==> config.mk <==
export PLATFORM = sky130hd
export DESIGN_NAME = sar_ctrl
export DESIGN_NICKNAME = d
export VERILOG_FILES = /design/src/rtl/sar_ctrl.sv
export SDC_FILE = /design/constraint.sdc
export NUM_CORES = 1
export LEC_CHECK = 0
export CORE_MARGIN = 4
export CORE_UTILIZATION = 49
export DETAILED_ROUTE_END_ITERATION = 16
export MAX_ROUTING_LAYER = met4
export PLACE_DENSITY = 0.75
export SKIP_LAST_GASP = 1
export SYNTH_ARGS = -nofsm -noshare
export SYNTH_HDL_FRONTEND = slang
export SYNTH_SLANG_ARGS = --single-unit
export TNS_END_PERCENT = 10
==> constraint.sdc <==
create_clock -name clk -period 1.95 [get_ports clk]
set_input_delay 0.2925 -clock clk [delete_from_list [all_inputs] [get_ports clk]]
set_output_delay 0.2925 -clock clk [all_outputs]
set_load 0.01 [all_outputs]
==> src/rtl/sar_ctrl.sv <==
// SAR ADC conversion sequencer: track/hold, comparator enable and binary-search trial code.
// Latch decisions pass through a two-flop synchroniser; every wait on the latch is bounded by TIMEOUT.
//
// state  | meaning
// IDLE   | waiting for start
// SAMPLE | tracking input, sample high for SAMPLE_CYCLES
// CMP    | comparator evaluating the current trial bit
// PRE    | latch precharging back to 11
// DONE   | one-cycle publish of the result
module sar_ctrl #(
  parameter int N             = 8,
  parameter int SAMPLE_CYCLES = 2,
  parameter int TIMEOUT       = 4
) (
  input  logic         clk,
  input  logic         rst,
  input  logic         start,
  input  logic         dec_q,
  input  logic         dec_qb,
  output logic         sample,
  output logic         cmp_en,
  output logic [N-1:0] dac_code,
  output logic [N-1:0] dout,
  output logic         done,
  output logic         busy,
  output logic         dec_err
);

  localparam int TMAX = (SAMPLE_CYCLES > TIMEOUT) ? SAMPLE_CYCLES : TIMEOUT;
  localparam int TW   = $clog2(TMAX + 1);
  localparam int IW   = $clog2(N);

  typedef enum logic [2:0] {IDLE, SAMPLE, CMP, PRE, DONE} state_t;

  state_t        state_q, state_d;
  logic [TW-1:0] timer_q, timer_d;
  logic [IW-1:0] idx_q, idx_d;
  logic [N-1:0]  result_q, result_d;
  logic [N-1:0]  dac_q, dac_d;
  logic [N-1:0]  dout_q, dout_d;
  logic          err_q, err_d;
  logic [1:0]    sync1_q, sync2_q;
  logic [N-1:0]  bit_mask, next_mask;
  logic          decided, cmp_expired, pre_ready, pre_expired;

  // The synchroniser idles at the latch's precharge state so a fresh CMP never sees a stale decision.
  always_ff @(posedge clk or posedge rst) begin
    if (rst) begin
      sync1_q <= 2'b11;
      sync2_q <= 2'b11;
    end else begin
      sync1_q <= {dec_q, dec_qb};
      sync2_q <= sync1_q;
    end
  end

  always_ff @(posedge clk or posedge rst) begin
    if (rst) begin
      state_q  <= IDLE;
      timer_q  <= '0;
      idx_q    <= IW'(N - 1);
      result_q <= '0;
      dac_q    <= '0;
      dout_q   <= '0;
      err_q    <= 1'b0;
    end else begin
      state_q  <= state_d;
      timer_q  <= timer_d;
      idx_q    <= idx_d;
      result_q <= result_d;
      dac_q    <= dac_d;
      dout_q   <= dout_d;
      err_q    <= err_d;
    end
  end

  assign bit_mask    = N'(1) << idx_q;
  assign next_mask   = N'(1) << (idx_q - 1'b1);
  assign decided     = (sync2_q == 2'b10) || (sync2_q == 2'b01);
  assign cmp_expired = (timer_q == TW'(TIMEOUT - 1));
  assign pre_ready   = (sync2_q == 2'b11);
  assign pre_expired = (timer_q == TW'(TIMEOUT - 1));

  always_comb begin
    state_d  = state_q;
    timer_d  = timer_q;
    idx_d    = idx_q;
    result_d = result_q;
    dac_d    = dac_q;
    dout_d   = dout_q;
    err_d    = err_q;
    case (state_q)
      IDLE: begin
        if (start) begin
          state_d  = SAMPLE;
          timer_d  = '0;
          idx_d    = IW'(N - 1);
          result_d = '0;
          err_d    = 1'b0;
        end
      end
      SAMPLE: begin
        if (timer_q == TW'(SAMPLE_CYCLES - 1)) begin
          state_d = CMP;
          timer_d = '0;
          dac_d   = result_q | bit_mask;
        end else begin
          timer_d = timer_q + 1'b1;
        end
      end
      CMP: begin
        if (decided) begin
          if (sync2_q == 2'b10) result_d = result_q | bit_mask;
          state_d = PRE;
          timer_d = '0;
        end else if (cmp_expired) begin
          // An unresolved decision keeps the trial bit so the search still converges.
          result_d = result_q | bit_mask;
          err_d    = 1'b1;
          state_d  = PRE;
          timer_d  = '0;
        end else begin
          timer_d = timer_q + 1'b1;
        end
      end
      PRE: begin
        if (pre_ready || pre_expired) begin
          if (!pre_ready) err_d = 1'b1;
          timer_d = '0;
          if (idx_q != '0) begin
            idx_d   = idx_q - 1'b1;
            dac_d   = result_q | next_mask;
            state_d = CMP;
          end else begin
            dout_d  = result_q;
            dac_d   = result_q;
            state_d = DONE;
          end
        end else begin
          timer_d = timer_q + 1'b1;
        end
      end
      DONE: begin
        state_d = IDLE;
      end
      default: begin
        state_d = IDLE;
      end
    endcase
  end

  assign sample   = (state_q == SAMPLE);
  assign cmp_en   = (state_q == CMP);
  assign done     = (state_q == DONE);
  assign busy     = (state_q != IDLE);
  assign dac_code = dac_q;
  assign dout     = dout_q;
  assign dec_err  = err_q;

endmodule
# Word-level counts from Yosys, hierarchy flattened
# Cells that the tools add are included.
[classes]
n_addsub = 2
n_eq_ne = 18
shifts = 2
muxes = 32
n_bitwise = 3
reduce_logical = 17
[ops]
columns = ["cell", "count"]
rows = [
  ["$mux 8", 7],
  ["$mux 3", 14],
  ["$pmux 8 s2", 2],
  ["$pmux 3 s4", 2],
  ["$or 8x8->8", 2],
  ["$shl 1x3->8 const A", 2],
  ["$reduce_and 4->1", 3],
  ["$ne 2x2->1 const B", 5],
  ["$eq 3x2->1 const B", 3],
  ["$reduce_bool 3->1", 3],
  ["$eq 3x1->1 const B", 2],
  ["$pmux 3 s2", 1],
  ["$reduce_and 3->1", 2],
  ["$reduce_and 6->1", 1],
  ["$reduce_bool 2->1", 3],
  ["$mux 1", 5],
  ["$eq 2x2->1 const B", 2],
  ["$ne 2x1->1 const B", 2],
  ["$reduce_bool 4->1", 1],
  ["$add 3x1->3 const B", 1],
  ["$eq 3x3->1 const B", 1],
  ["$logic_not 3->1", 1],
  ["$ne 3x1->1 const B", 1],
  ["$ne 3x2->1 const B", 1],
  ["6 further kinds", 7],
]
[word_totals]
ff_bits = 38
inputBits = 5
out_inout_bits = 21

# Longest topological paths before layout
# Gate-level depths: netlist of the first run.
[depth]
word_depth = 6
depth_mapped = 7

# Worst setup path after synthesis of the first run
# No wires, ideal clock.
[synth_timing]
kind = "register -> register"
start = "register idx_q[0]"
end = "register dac_q[0], in the netlist dac_code[0]"
setup_ps = 125
arrival_ps = 1749
required_ps = 1825
slack_ps = 76
stages_incl_launch_ff = 6
path_buffers = 0
period_less_slack_ps = 1874
path_cell_list = "dfstp_2 inv_1 ha_1 mux2_2 a311o_1 mux2_2"
[synth_between]
elab_chain_cells = 6
elab_cells_between_ends = 10
classes_between = "1 x add/sub; 2 x shift; 4 x mux; 2 x bitwise; 1 x reduce/logical"
[synth_rtl]
columns = ["element", "line", "text"]
rows = [
  ["from (decl)", "37", "logic [IW-1:0] idx_q, idx_d;"],
  ["from (signal assigned)", "61", "idx_q <= IW'(N - 1);"],
  ["from (signal assigned)", "69", "idx_q <= idx_d;"],
  ["$sub 3x1->3", "78", "assign next_mask = N'(1) << (idx_q - 1'b1);"],
  ["$shl 1x3->8", "78", ""],
  ["$or 8x8->8", "132", "dac_d = result_q | next_mask;"],
  ["$mux 8", "130", "if (idx_q != '0) begin"],
  ["$mux 8", "127", "if (pre_ready || pre_expired) begin"],
  ["$pmux 8 s2 (*)", "92", "case (state_q)"],
  ["to (signal assigned)", "63", "dac_q <= '0;"],
  ["to (signal assigned)", "71", "dac_q <= dac_d;"],
  ["to (decl)", "39", "logic [N-1:0] dac_q, dac_d;"],
]
# Every way passes the cells marked *; elsewhere a longest branch is shown, timed or not. The select of a mux whose other input is x is not followed.
# A chain may end at the register's enable or synchronous reset.

# Worst setup path after layout of the first run
[layout_timing]
start = "register idx_q[1]"
end = "register dac_q[0], in the netlist dac_code[0]"
# The elaborated chain is that of the path after synthesis.

==> results of run 1 <==
==> worst paths after layout <==
check / startpoint / end / slack, ns / cells after the start
min in group asynchronous: rst / dac_code[5] / 0.40 / 3
setup reg to reg: idx_q[1] / dac_code[0] / -0.03 / 5
hold reg to reg: sync1_q[0] / sync2_q[0] / 0.36 / 0
setup / recovery: idx_q[1] / dac_code[0] / -0.03 / 5
hold / removal: sync1_q[0] / sync2_q[0] / 0.36 / 0
max in group asynchronous: rst / sync2_q[0] / 1.19 / 3
==> area by class of cell <==
type / instances / area [um^2] / share of cell area
sequential: 38 / 962 / 0.392
multi-input combinational: 110 / 901 / 0.367
timing repair buffer: 37 / 342 / 0.139
clock buffer: 5 / 68.8 / 0.0280
clock inverter: 3 / 68.8 / 0.0280
tap: 48 / 60.1 / 0.0245
inverter: 14 / 52.6 / 0.0214
==> flip-flops by register name (all words and copies together) (netlist names) <==
| register | count |
|---|---|
| idx_q | 3 |
| timer_q | 3 |
| result_q | 8 |
| dac_code | 8 |
| sync2_q | 2 |
| dout | 8 |
| state_q | 3 |
| dec_err | 1 |
| sync1_q | 2 |
==> synthesized netlist by cell type, types with 2 or more instances <==
| cell type | n |
|---|---|
| sky130_fd_sc_hd__a21oi_1 | 5 |
| sky130_fd_sc_hd__a22o_1 | 8 |
| sky130_fd_sc_hd__a311o_1 | 5 |
| sky130_fd_sc_hd__a31oi_1 | 3 |
| sky130_fd_sc_hd__and3_1 | 2 |
| sky130_fd_sc_hd__and3b_1 | 2 |
| sky130_fd_sc_hd__buf_6 | 4 |
| sky130_fd_sc_hd__clkbuf_1 | 2 |
| sky130_fd_sc_hd__dfrtp_1 | 31 |
| sky130_fd_sc_hd__dfstp_2 | 7 |
| sky130_fd_sc_hd__ha_1 | 12 |
| sky130_fd_sc_hd__inv_1 | 14 |
| sky130_fd_sc_hd__mux2_2 | 16 |
| sky130_fd_sc_hd__mux2i_1 | 5 |
| sky130_fd_sc_hd__nand2_1 | 6 |
| sky130_fd_sc_hd__nand2b_1 | 5 |
| sky130_fd_sc_hd__nor2_1 | 8 |
| sky130_fd_sc_hd__nor2b_1 | 4 |
| sky130_fd_sc_hd__nor3_1 | 3 |
| sky130_fd_sc_hd__nor3b_1 | 4 |
| sky130_fd_sc_hd__o21ai_0 | 6 |
==> logic make-up after synthesis <==
family	share of synthesized area
buffers and inverters	0.0537
AO/OA/AOI/OAI	0.141
multiplexers	0.118
adder cells (fa/ha/maj)	0.0767
AND/OR/NAND/NOR	0.121
flip-flops	0.490
==> repair_timing <==
item                       CTS  global route
pin swaps                    0             0
gates resized for setup      2             4
setup endpoints to repair    7             8
==> worst reg2reg max path: stages, from the launching register on <==
cell and delay, ns:
sky130_fd_sc_hd__dfstp_2 0.59, sky130_fd_sc_hd__inv_1 0.10, sky130_fd_sc_hd__ha_1 0.24, sky130_fd_sc_hd__mux2_2 0.32, sky130_fd_sc_hd__a311o_1 0.34, sky130_fd_sc_hd__mux2_2 0.26
==> power by group <==
part	total (mW)	switching (mW)	internal, mW
sequential	1.30	0.228	1.08
clock	0.810	0.297	0.513
combinational	1.57	0.749	0.822
total	3.68	1.27	2.41
==> metal layers <==
layer,GRT usage,vias to the layer above
met5,-,-
met2,0.259,38
met1,0.234,705
met3,0.0449,5
met4,0.0522,0
li1,-,676
==> through the flow <==
step                instance area (um^2)  worst slack, ns  cells   util  power (mW)
floorplan                           1960           0.0759    168      -        2.28
global placement                    2310           0.0898    247  0.611        2.78
detailed placement                  2310           0.0344    247  0.611        2.86
CTS                                 2440          -0.0402    255  0.648        3.68
global route                        2450          -0.0765    255  0.651        3.92
finish                              2450          -0.0268    255  0.651        3.68
==> impl_metrics.ini, run 1 <==
[sta]
hold_ws_ns = 0.357
final.min_clock_period_ns = 1.98
grt_setup_unrepaired = true
count_of_endpoints_failing_hold_in_the_final_timing_report = 0
fmax_mhz = 506
timing.final.max_slew_violations = 0
clk_skew_ns = 0.0145
fin_tns_setup_ns = -0.0792
max_slew.worst_pin.slew_ns = 0.461
worst_slew_margin_rel = 0.692
finalCritPeriodShare = 1.01
report.final.setup_viol = 5
finalWorstSetupSlack_ns = -0.0268

[routing]
post_drt_wl_per_cell_um = 15.7
drt-met1-wl_um = 1920
met3RoutedLength_um = 182
route.met2.wl_um = 1860
num_vias = 1424
detail-route-antenna-nets = 0
finalWirelength_um = 4000
via_count_normalized_by_instance_count = 5.58
number_of_drc_markers_after_the_initial_detailed_route_iteration = 61
dr.pass1.iters = 5
top_layer = met4
drt_drc = 0

[critical_path]
critical_path.most_common_cell = sky130_fd_sc_hd__mux2_2
worst-path-buf-inv = 1
worst_path_max_stage_delay_ns = 0.59
worst_setup_path_end_kind = flip-flop
cp_cell_sequence = inv_1 -> ha_1 -> mux2_2 -> a311o_1 -> mux2_2
required_time_at_the_endpoint_of_the_critical_path_ns = 2.13
timing.critical_path.fanout_max = 4
critPathSlowestCell = sky130_fd_sc_hd__dfstp_2
critical_setup_path_class = flip-flop to flip-flop
cp_top_family = flip-flops
timing.critical_path.from_type = flip-flop
cp.arrival_ns = 2.15

[final_layout]
insertedDiodeCount = 0
highest_count_cells_in_the_layout_ignoring_fill_and_taps = sky130_fd_sc_hd__dfrtp_1 (29), sky130_fd_sc_hd__clkdlybuf4s50_1 (23), sky130_fd_sc_hd__mux2_2 (16), sky130_fd_sc_hd__inv_1 (14), sky130_fd_sc_hd__buf_4 (12)
fillerInstances = 273
layout-area-overhead-vs-synth_pct = 25.4
drive_gt1_frac = 0.251
layout.nets = 223
layout_commonest_cell = sky130_fd_sc_hd__dfrtp_1

[clock_network]
tritoncts.num_buffers = 5
cts_max_level = 2
clock_tree.buffer_depth = 2
root_buffer = sky130_fd_sc_hd__clkbuf_8
cts.hold.buffers_added = 0
cts.sinks = 38
postCtsSetupRepairBufs = 0
tritoncts = done
insertion_delay_ns = 0.30
clkSlewWorstSetupHoldPaths_ns = 0.09

[worst_hold_path]
min-delay-path-class = flip-flop to flip-flop

[die]
floorplan.core_area_mm2 = 0.00377
die_ar_mm2 = 0.00507
floorplan.initialDensity = 0.519
fp.dieH_um = 71.2
boundaryPins = 26
die_width_um = 71.2
rows = 22

[global_routing]
grt_total_ovfl = 0
global_route_wire_length_before_repair_um = 6760
grt_max_degree = 39
grt_pass1_vias = 1414
total_routing_usage_gr = 0.174
antenna_found_initial = 0

[synthesis]
synth_top_area_share = 0.396
yosysSeqAreaShare = 0.490
synth.avg_cell_area_um2 = 11.7
synthDistinctLibCells = 37
count_of_state_elements_after_synthesis = 38
asyncSetResetFlopFracSynth = 1.00
synth_enable_flop_cells = 0
synthesis.instances = 168
synthDominantAreaCellType = sky130_fd_sc_hd__dfrtp_1
syn_area_mm2 = 0.00196
yosys_warnings = 0
synth_flop_cell = sky130_fd_sc_hd__dfrtp_1
synth_nets = 185
synth.area.top_cells = sky130_fd_sc_hd__dfrtp_1 (40%), sky130_fd_sc_hd__dfstp_2 (9.4%), sky130_fd_sc_hd__mux2_2 (9.2%), sky130_fd_sc_hd__ha_1 (7.7%), sky130_fd_sc_hd__a22o_1 (3.6%)

[outcome]
violations = setup timing
run_status = finished, violations left

[flow_run]
timing.max_cap.violations = 0

[power]
leakagePower_nw = 1.15
peakVddDrop_mv = 0.873
pwr_density_cell_mw_per_mm2 = 1500

[placement]
port-buffer-count = 25
hpwl_um = 2920
place_congestion = 0.892
(Power assumes the default switching activity.)
==> run 2, diff against run 1 <==
- CTS_CLUSTER_SIZE: default -> 20
==> results of run 2 <==
No change in the layout: final DEF, timing and power equal those of run 1.
==> RTL change, RTL diff (config.mk and constraints of run 2) <==
Change the parameter `N` from 8 to 16.
--- a/src/rtl/sar_ctrl.sv
+++ b/src/rtl/sar_ctrl.sv
@@ -9,5 +9,5 @@
 // DONE   | one-cycle publish of the result
 module sar_ctrl #(
-  parameter int N             = 8,
+  parameter int N             = 16,
   parameter int SAMPLE_CYCLES = 2,
   parameter int TIMEOUT       = 4
Interface: changed (resized dac_code and dout); port bits go from 26 to 42. The function was not compared with the original's and may differ.
==> RTL change against run 2 <==
Largest cell class unchanged; cell count increased by 68%; critical path depth increased by 1; sequential cell count increased by 25; clock skew decreased by 0.00075 ns; non-clock buffer count increased by 35; largest power group unchanged; worst setup slack improved by 0.057 ns; sequential power increased by 64%; routed wire length increased by 96%; total power increased by 64%; fmax increased by 3.0%; cell area increased by 67%; synthesized area increased by 63%.
==> RTL change: results (changes against run 2) <==
stage	metric	value	unit	change
synth	Seq/Total Area, Yosys	49.6	%	+0.64 points
drt	Wirelength per Cell	18.3	um	+17%
critical_path	nature of the critical path startpoint	flip-flop		
clock_network	CTS H-tree depth	3		+1
layout	Final nets	363		+63%
synth	largest cells by area after synthesis	dfrtp_1 (43%), dfstp_2 (6.6%), mux2_2 (6.0%)		
clock_network	Worst-Skew Late Latency	0.34	ns	+0.04 ns
power_and_ir_drop	peak supply drop	0.000787	V	-9.8%
placed_design	DP HPWL	5530	um	+90%
synth	yosys warns	0		unchanged
global_route	grt met3 use	5.59	%	+1.1 points
placed_design	Placed Cells	409		+66%
drt	top routing layer in use	met4		
layout	share of layout cells above drive strength 1	27.3	%	+2.2 points
clock_network	TritonCTS Buffers	9		+4
drt	wire length on met2	3540	um	+90%
global_route	largest net degree at the start of global routing	64		+64%
synth	mean cell area of the mapped netlist	11.4	um2	-2.4%
synth	Post-synth top cells	dfrtp_1 (55), a31oi_1 (26), mux2_2 (17), o21ai_0 (17), nor3_1 (14)		
hold_path	Hold Path Class	in2async		
run_status	status	finished, final reports clean		
clock_network	Clk Tree Root Cell	clkbuf_8		
global_route	M2 GR Usage	31.2	%	+5.3 points
drt	routed via count	2558		+80%
global_route	total track usage	22.5	%	+5.1 points
critical_path	FF-to-FF End	idx_q[1]		
layout	Diodes inserted	0		unchanged
critical_path	Critical Path Source	idx_q[1]		
synth	Post-synth ARST share	100	%	unchanged
global_route	vias in the first global route	2524		+79%
layout	Layout fillers	513		+88%
drt	vias per inst	5.96		+6.8%
power_and_ir_drop	leak pwr	0.00180	uW	+56%
critical_path	depth of the worst register-to-register path	6		+1
synth	library cells used by synthesis	56		+51%
global_route	first-pass GRT wire length	13000	um	+93%
critical_path	Worst R2R Setup Slack	0.03	ns	+0.06 ns
global_route	initial antenna violation count	0		unchanged
critical_path	CP Capture Type	flip-flop		
clock_network	Clock transition at path regs	0.08	ns	
synth	Top FF cell, synth	dfrtp_1		
placed_design	I/O Buffers	41		+64%
synth	Post-Synthesis Net Count	297		+61%
global_route	met1 global-route usage	32.3	%	+9.0 points
clock_network	CTS Buffer Depth	2		unchanged
critical_path	CP arrival	2.19	ns	+0.04 ns
drt	DRT Pass-1 Iters	4		-1
drt	M1 wire length	3880	um	+100%
sta	Clock Skews	0.0138	ns	-0.000749 ns
drt	routed length on met3	371	um	+100%
critical_path	crit path max fanout	5		+1
drt	initial DRC count	223		+270%
placed_design	Placer Congestion	0.912		+2.2%
sta	slew margin rel.	67.4	%	-1.8 points
RTL change: cell count changes after synthesis, sizes merged, moves of 6 or more:
cell          run 2  this run
buf               4        10
a31oi             3        26
o21ai             6        18
nor3              3        14
a32o              0        10
dfrtp            31        55
RTL change: metrics by stage:
stage	utilization [%]	instance area, um2	hold WS [ns]	worst slack [ns]
3_3_place_gp	60.7	3850	0.346	0.0607
6_report	64.7	4110	0.328	0.0306
5_1_grt	64.7	4110	0.336	-0.0658
3_5_place_dp	60.7	3850	0.348	0.0400
2_1_floorplan	-	3200	0.297	0.0326
4_1_cts	63.8	4050	0.339	-0.0538
RTL change: kinds of logic after synthesis:
logic type	synth area share (%)
and+or+nand+nor	13.5
muxes	5.99
DFF	49.6
AOI/OAI and AO/OA	22.5
buffers and inverters	4.03
adders and majority gates	4.31
RTL change: worst max-delay path: stages, from the launching register on:
cell and delay [ns]:
dfstp_2 0.37, inv_1 0.10, ha_1 0.25, or3b_2 0.46, o211ai_1 0.11, and2_1 0.22, mux2_2 0.35
RTL change: repair_timing:
item / 4_1_cts / 5_1_grt
buffers inserted: 0 / 4
resized for setup: 2 / 8
setup endpoints to repair: 4 / 44
gates cloned: 0 / 0
RTL change: area by class of cell:
type / instances / area [um2] / area share, %
flip-flops and latches: 63 / 1590 / 38.7
multi-input cells: 190 / 1500 / 36.5
repair buffers: 72 / 684 / 16.7
clock buffers: 10 / 138 / 3.35
well taps: 77 / 96.3 / 2.35
clock inverters: 6 / 60.1 / 1.46
inverters: 11 / 41.3 / 1.01
RTL change: where the power goes:
part           internal (uW)  switching (uW)
logic                   1370            1400
registers               1770             353
clock network            618             527
total                   3770            2280
